`src/rtl/reg_file_pkg.sv`:
```
// Shared types and default widths for the 8-bit register file and the sequencer
// that drives it.
package reg_file_pkg;

  localparam int RF_DATA_W = 8;
  localparam int RF_ADDR_W = 8;
  localparam int RF_OP_W   = 3;

  typedef enum logic [2:0] {
    OP_ADD  = 3'b000,
    OP_SUB  = 3'b001,
    OP_AND  = 3'b010,
    OP_OR   = 3'b011,
    OP_XOR  = 3'b100,
    OP_MOV  = 3'b101,
    OP_SLTU = 3'b110,
    OP_MUL  = 3'b111
  } op_e;

  typedef enum logic [1:0] {
    ST_IDLE  = 2'd0,
    ST_READ  = 2'd1,
    ST_EXEC  = 2'd2,
    ST_WRITE = 2'd3
  } state_e;

endpackage

```
`src/rtl/reg_file_alu.sv`:
```
// Combinational ALU: (op, a, b) -> (result, illegal).
// Opcode 111 (MUL) is legal only when REG_FILE_SEQUENCER_MUL_EN is defined.
module reg_file_alu
  import reg_file_pkg::*;
#(
  parameter int DATA_W = RF_DATA_W,
  parameter int OP_W   = RF_OP_W
) (
  input  logic [OP_W-1:0]   op,
  input  logic [DATA_W-1:0] a,
  input  logic [DATA_W-1:0] b,
  output logic [DATA_W-1:0] result,
  output logic              illegal
);

  always_comb begin
    result  = '0;
    illegal = 1'b0;
    case (op)
      OP_ADD:  result = a + b;
      OP_SUB:  result = a - b;
      OP_AND:  result = a & b;
      OP_OR:   result = a | b;
      OP_XOR:  result = a ^ b;
      OP_MOV:  result = a;
      OP_SLTU: result = {{(DATA_W-1){1'b0}}, (a < b)};
      OP_MUL: begin
`ifdef REG_FILE_SEQUENCER_MUL_EN
        result = a * b;
`else
        // Illegal op reports a zero result so done_result is deterministic.
        illegal = 1'b1;
`endif
      end
      default: illegal = 1'b1;
    endcase
  end

endmodule

```
`src/rtl/reg_file_sequencer.sv`:
```
// Four-state initiator for the two-read/one-write register file: accept, read,
// execute, write back. MUL support is selected by REG_FILE_SEQUENCER_MUL_EN.
module reg_file_sequencer
  import reg_file_pkg::*;
#(
  parameter int DATA_W = RF_DATA_W,
  parameter int ADDR_W = RF_ADDR_W,
  parameter int OP_W   = RF_OP_W
) (
  input  logic              clock,
  input  logic              reset_n,
  input  logic              cmd_valid,
  output logic              cmd_ready,
  input  logic [OP_W-1:0]   cmd_op,
  input  logic [ADDR_W-1:0] cmd_src1,
  input  logic [ADDR_W-1:0] cmd_src2,
  input  logic [ADDR_W-1:0] cmd_dst,
  output logic [ADDR_W-1:0] rf_r1_addr,
  output logic [ADDR_W-1:0] rf_r2_addr,
  input  logic [DATA_W-1:0] rf_r1_data,
  input  logic [DATA_W-1:0] rf_r2_data,
  output logic [ADDR_W-1:0] rf_write_addr,
  output logic [DATA_W-1:0] rf_write_data,
  output logic              rf_write_ctrl,
  output logic              done_valid,
  output logic [DATA_W-1:0] done_result,
  output logic              done_err
);

  state_e            state_reg;
  logic [OP_W-1:0]   op_reg;
  logic [ADDR_W-1:0] src1_reg;
  logic [ADDR_W-1:0] src2_reg;
  logic [ADDR_W-1:0] dst_reg;
  logic [DATA_W-1:0] alu_result;
  logic              alu_illegal;

  // Read addresses come straight from the latch, so they hold between commands.
  assign rf_r1_addr = src1_reg;
  assign rf_r2_addr = src2_reg;

  reg_file_alu #(
    .DATA_W(DATA_W),
    .OP_W  (OP_W)
  ) u_alu (
    .op     (op_reg),
    .a      (rf_r1_data),
    .b      (rf_r2_data),
    .result (alu_result),
    .illegal(alu_illegal)
  );

  always_ff @(posedge clock) begin
    if (!reset_n) begin
      state_reg     <= ST_IDLE;
      op_reg        <= '0;
      src1_reg      <= '0;
      src2_reg      <= '0;
      dst_reg       <= '0;
      cmd_ready     <= 1'b1;
      rf_write_addr <= '0;
      rf_write_data <= '0;
      rf_write_ctrl <= 1'b0;
      done_valid    <= 1'b0;
      done_result   <= '0;
      done_err      <= 1'b0;
    end else begin
      case (state_reg)
        ST_IDLE: begin
          if (cmd_valid) begin
            op_reg    <= cmd_op;
            src1_reg  <= cmd_src1;
            src2_reg  <= cmd_src2;
            dst_reg   <= cmd_dst;
            cmd_ready <= 1'b0;
            state_reg <= ST_READ;
          end
        end
        ST_READ: state_reg <= ST_EXEC;
        ST_EXEC: begin
          // Read data is valid now; everything the WRITE cycle shows is registered here.
          rf_write_addr <= dst_reg;
          rf_write_data <= alu_result;
          rf_write_ctrl <= ~alu_illegal;
          done_result   <= alu_result;
          done_err      <= alu_illegal;
          done_valid    <= 1'b1;
          state_reg     <= ST_WRITE;
        end
        ST_WRITE: begin
          rf_write_ctrl <= 1'b0;
          done_valid    <= 1'b0;
          cmd_ready     <= 1'b1;
          state_reg     <= ST_IDLE;
        end
        default: state_reg <= ST_IDLE;
      endcase
    end
  end

endmodule
```
`config.mk`:
```
export PLATFORM = sky130hd
export DESIGN_NAME = reg_file_sequencer
export DESIGN_NICKNAME = d
export VERILOG_FILES = /design/src/rtl/reg_file_pkg.sv /design/src/rtl/reg_file_alu.sv /design/src/rtl/reg_file_sequencer.sv
export SDC_FILE = /design/constraint.sdc
export NUM_CORES = 1
export LEC_CHECK = 0
export CORE_MARGIN = 1
export CORE_UTILIZATION = 48
export CTS_CLUSTER_DIAMETER = 30
export DETAILED_ROUTE_END_ITERATION = 6
export PLACE_DENSITY = 0.92
export SLEW_MARGIN = 20
export SYNTH_ARGS = -nofsm -noshare
export SYNTH_HDL_FRONTEND = slang
export SYNTH_SLANG_ARGS = --single-unit
```
`constraint.sdc`:
```
create_clock -name clock -period 2.5 [get_ports clock]
set_clock_uncertainty 0.1 [all_clocks]
set_input_delay 0.625 -clock clock [delete_from_list [all_inputs] [get_ports clock]]
set_output_delay 0.625 -clock clock [all_outputs]
set_load 0.03 [all_outputs]
```
# Yosys cells after proc, flatten, opt, wreduce, memory -nomap -nowiden
# Index checks and enable logic that the tools add are counted.
op_classes:
  add_sub_neg: 2
  mul: 0
  div_mod_pow: 0
  magnitude_cmp: 1
  eq_ne: 11
  shifts: 0
  mux: 8
  bitwise: 4
  reduce_logical: 6
op_table:
  columns: ["operator", "n"]
  rows:
  - ["case mux 8 bit (7 select lines)", 1]
  - ["equality test 3 bit (second input constant)", 4]
  - ["adder 8 bit", 1]
  - ["bitwise AND 8 bit", 1]
  - ["less-than comparator 8 bit", 1]
  - ["OR 8 bit", 1]
  - ["case mux 2 bit (4 select lines)", 1]
  - ["subtractor 8 bit", 1]
  - ["XOR 8 bit", 1]
  - ["equality test 3 x 2 -> 1 bit (second input constant)", 2]
  - ["case mux 1 bit (2 select lines)", 3]
  - ["equality test 2 bit (second input constant)", 2]
  - ["AND reduction 2 bit", 2]
  - ["nonzero test 2 bit", 2]
  - ["equality test 3 x 1 -> 1 bit (second input constant)", 1]
  - ["zero test 3 bit", 1]
  - ["equality test 2 x 1 -> 1 bit (second input constant)", 1]
  - ["zero test 2 bit", 1]
  - ["two-way mux 1 bit", 2]
  - ["two-way mux 2 bit", 1]
  - ["inequality test 2 bit (second input constant)", 1]
  - ["inverter 1 bit", 1]
totals:
  ff_bits: 49
  latchBits: 0
  ramBits: 0
  romBits: 0
  input_bits: 46
  wordCells: 43
  memories: 0

# Depth between registers and ports, before layout
logic_depth:
  depth_word: 4
  mapped_depth: 9
  ltp_nobuf: 8

# Modules after synthesis
# From an unflattened synthesis, not the netlist that was laid out.
unflattened:
  hier_cells: 399
  hier_area_um2: 3342.0
modules_own_cells:
  columns: ["module", "instances", "cells_per_inst", "area_per_inst_um2"]
  rows:
  - ["reg_file_sequencer", 1, 209, 2074.5]
  - ["reg_file_alu", 1, 190, 1267.5]

# Worst setup path after synthesis
# Ideal clock, no wire load.
synth_path:
  kind: "in2reg"
  from: "in rf_r1_data[1]"
  to: "reg done_result[7]"
  setup_ps: 127
  arrival_ps: 2066
  t_required_ps: 2273
  slack_ps: 207
  path_stages: 7
  path_buffers: 0
  path_cell_list: "inv_1 > ha_1 > a211oi_4 > nor3_1 > or4_1 > nand4_1 > a31oi_1"
synth_via:
  elab_chain_len: 2
synth_lines:
  columns: ["item", "line_no", "rtl"]
  rows:
  - ["from (decl)", "reg_file_sequencer.sv:20", "input logic [DATA_W-1:0] rf_r1_data,"]
  - ["subtractor 8 bit / adder 8 bit (equally long branches)", "reg_file_alu.sv:21, reg_file_alu.sv:20", null]
  - ["case mux 8 bit (7 select lines) (*)", "reg_file_alu.sv:19", "case (op)"]
  - ["to (signal assigned)", "reg_file_sequencer.sv:85", "done_result <= alu_result;"]
  - ["to (decl)", "reg_file_sequencer.sv:26", "output logic [DATA_W-1:0] done_result,"]
# Every way passes the cells marked *; elsewhere a longest branch is shown, timed or not.
# A chain may end at the register's enable or synchronous reset.

# Worst setup path after layout
layout_path:
  from: "in rf_r2_data[2]"
  to: "reg done_result[5]"
layout_via:
  elab_chain_len: 2
layout_lines:
  columns: ["item", "line_no", "rtl"]
  rows:
  - ["from (decl)", "reg_file_sequencer.sv:21", "input logic [DATA_W-1:0] rf_r2_data,"]
  - ["subtractor 8 bit / adder 8 bit (equally long branches)", "reg_file_alu.sv:21, reg_file_alu.sv:20", null]
  - ["case mux 8 bit (7 select lines) (*)", "reg_file_alu.sv:19", null]
# Marks and branches as above.

==> flow_metrics.env <==
export IMPL_initial_core_util=0.495
export IMPL_clk_pin_slew_ns=0.09
export IMPL_grt_pass1_wl_mm=14.3
export IMPL_power_mw=3.23
export IMPL_crit_path_end_kind="flip-flop"
export IMPL_synth_main_ff_cell="dfxtp_1"
export IMPL_powerDensity_nw_per_um2=720
export IMPL_netlist_area_um2=3140
export IMPL_rows=29
export IMPL_dieArea_um2=6880
export IMPL_worstMarginPinSlew_ns=0.505
export IMPL_tritoncts="done"
export IMPL_vias=3156
export IMPL_area_growth_pct=42.7
export IMPL_cp_max_fo=5
export IMPL_wl_per_cell_um=15.0
export IMPL_dpl_hpwl_mm=6.67
export IMPL_ys_warn_count=0
export IMPL_max_freq_mhz=415
export IMPL_first_global_vias=3138
export IMPL_holdWs_ns=0.370
export IMPL_die_w_um=82.9
export IMPL_cts_root_buf="clkbuf_8"
export IMPL_finalSetupTns_ns=0
export IMPL_avgViaCountPerCell=5.49
export IMPL_period_share=0.963
export IMPL_worstPathRequired_ns=2.65
export IMPL_synth_edf_count=0
export IMPL_place_congestion=0.893
export IMPL_status="finished clean"
export IMPL_drc_errors=0
export IMPL_grt_ovfl_total=0
export IMPL_synth_avg_cell_area_um2=8.16
export IMPL_async_reset_ff_frac=0
export IMPL_finalMaxSlewViolations=0
export IMPL_wl_mm=8.65
export IMPL_placed_area_um2=4300
export IMPL_slowest_stage="or4_4"
export IMPL_drt_iter0_drc=159
export IMPL_p_leak_nw=1.86
export IMPL_io_buffer_count=89
export IMPL_fin_cells=575
export IMPL_numCtsBuffers=5
export IMPL_pin_count=90
export IMPL_grt_total_usage=0.254
export IMPL_clock_sink_count=49
export IMPL_setup_viol=0
export IMPL_ys_ff_latch=49
export IMPL_die_h_um=82.9
export IMPL_ant_nets=0
export IMPL_antenna_cells=0
export IMPL_worstPathCellList="clkdlybuf4s50_1 -> inv_1 -> ha_4 -> nor2b_1 -> o31ai_2 -> a21oi_2 -> or4_4 -> o211ai_2"
export IMPL_drv_cap=0
export IMPL_dp_cells=566
export IMPL_fillers=514
export IMPL_ys_seq_area_frac=0.312
export IMPL_hold_buffers=0
export IMPL_synth_distinct_cells=52
export IMPL_hold_violations=0
export IMPL_critical_path_max_stage_delay_ns=0.52
export IMPL_syn_inst=385
export IMPL_antenna_found_initial=0
export IMPL_worst_setup_path_start_kind="input port"
export IMPL_firstDrtPassIters=7
export IMPL_slew_headroom=0.663
export IMPL_ir_drop_mv=0.709
export IMPL_grt_max_degree=29
export IMPL_rsz0062_at_grt="yes"
export IMPL_final_area_um2=4480
export IMPL_clock_latency_ns=0.31
export IMPL_clockBufferDepth=2
export IMPL_hold_path_class="reg2reg"
export IMPL_htreeDepth=2
export IMPL_crit_type="in2reg"
export IMPL_nets=574
export IMPL_synth_fp_nets=462
export IMPL_drive_gt1_frac=0.155
export IMPL_min_period_ns=2.41
export IMPL_coreArea_um2=6350
export IMPL_worst_ep_arrival_time_ns=2.55
[critical path, delay by kind of cell]
kind                     cells  cell delay, ns
AND/OR/NAND/NOR              2            0.60
buffers and inverters        2            0.57
AO/OA/AOI/OAI                3            0.45
adder cells (fa/ha/maj)      1            0.31
[power by group]
part | switching, mW | internal [mW]
clock network | 0.279 | 0.198
logic | 0.971 | 0.706
registers | 0.132 | 0.945
[cells by family (layout without fill, tap and decap cells)]
family                   Yosys count  count (layout)  share of synthesized area
XOR/XNOR                           3               3                    0.00836
flip-flops                        49              49                      0.312
AND/OR/NAND/NOR                  130             130                      0.187
multiplexers                      14              14                     0.0450
AO/OA/AOI/OAI                    100             100                      0.229
buffers and inverters             58             171                     0.0904
adder cells (fa/ha/maj)           31              31                      0.128
[cells in the mapped netlist, types with 2 or more instances]
| master | count | share of area |
|---|---|---|
| a2111oi_0 | 2 | 0.0056 |
| a211o_1 | 2 | 0.0056 |
| a211oi_1 | 7 | 0.017 |
| a21boi_0 | 29 | 0.069 |
| a21oi_1 | 11 | 0.018 |
| a221o_1 | 2 | 0.0064 |
| a22oi_1 | 2 | 0.0048 |
| a31oi_1 | 2 | 0.0040 |
| and3_1 | 2 | 0.0040 |
| buf_2 | 9 | 0.014 |
| buf_4 | 10 | 0.024 |
| clkbuf_1 | 9 | 0.011 |
| dfxtp_1 | 49 | 0.31 |
| fa_1 | 2 | 0.013 |
| ha_1 | 29 | 0.12 |
| inv_1 | 27 | 0.032 |
| mux2i_1 | 13 | 0.041 |
| nand2_1 | 67 | 0.080 |
| nand2b_1 | 4 | 0.0080 |
| nand3_1 | 2 | 0.0032 |
| nand4_1 | 3 | 0.0060 |
| nor2_1 | 25 | 0.030 |
| nor2b_1 | 15 | 0.030 |
| nor3_1 | 3 | 0.0048 |
| o2111ai_1 | 3 | 0.0084 |
| o211ai_1 | 4 | 0.0096 |
| o21ai_0 | 20 | 0.032 |
| o21bai_1 | 3 | 0.0072 |
| o221ai_1 | 2 | 0.0056 |
| o31ai_1 | 2 | 0.0048 |
| or3_1 | 2 | 0.0040 |
| or4_1 | 2 | 0.0048 |
| xor2_1 | 2 | 0.0056 |
[path summary, 6_finish.rpt]
path                                    start  slack, ns  cells past startpoint              to
worst max-delay path            rf_r2_data[2]       0.09                      8  done_result[5]
worst min-delay path               dst_reg[7]       0.37                      2      dst_reg[7]
worst max register to register   state_reg[0]       0.38                      7  done_result[6]
worst min register to register     dst_reg[7]       0.37                      2      dst_reg[7]
[routing by layer]
layer | track usage | vias up | share of wire
li1 | - | 1530 | -
met1 | 0.309 | 1470 | 0.42
met2 | 0.437 | 130 | 0.50
met3 | 0.0427 | 26 | 0.049
met4 | 0.118 | 0 | 0.031
met5 | 0 | - | 0
[per-stage QoR]
stage,setup WS [ns],util
floorplan,0.207,-
global placement,-0.324,0.677
detailed placement,-0.405,0.677
CTS,-0.0205,0.694
global route,0.0113,0.706
finish,0.0924,0.706
[cell type report]
cell class / instances / area, um2 / share of cell area
clock buffers: 6 / 72.6 / 0.0162
clock inverters: 2 / 15.0 / 0.00335
inverters: 28 / 105 / 0.0234
multi-input cells: 278 / 1960 / 0.436
flip-flops and latches: 49 / 981 / 0.219
well taps: 77 / 96.3 / 0.0215
repair buffers: 135 / 1260 / 0.281
[what timing repair did]
action,in CTS,in global routing
buffers inserted,0,1
setup endpoints to repair,4,8
gates resized for setup,3,19
endpoints found under the hold margin,0,0
pin swaps,2,9
[layout by cell type (no fill, tap or decap), drive strengths merged, types with 8 or more instances in the layout]
master / Yosys / layout
nor2: 26 / 26
a21oi: 11 / 11
a21boi: 29 / 29
nor2b: 15 / 15
o21ai: 21 / 21
dfxtp: 49 / 49
buf: 20 / 46
ha: 29 / 29
clkdlybuf4s50: 0 / 85
nand2: 67 / 67
a211oi: 8 / 8
inv: 28 / 28
mux2i: 13 / 13
Note: power is estimated with default switching activity, not from simulation.
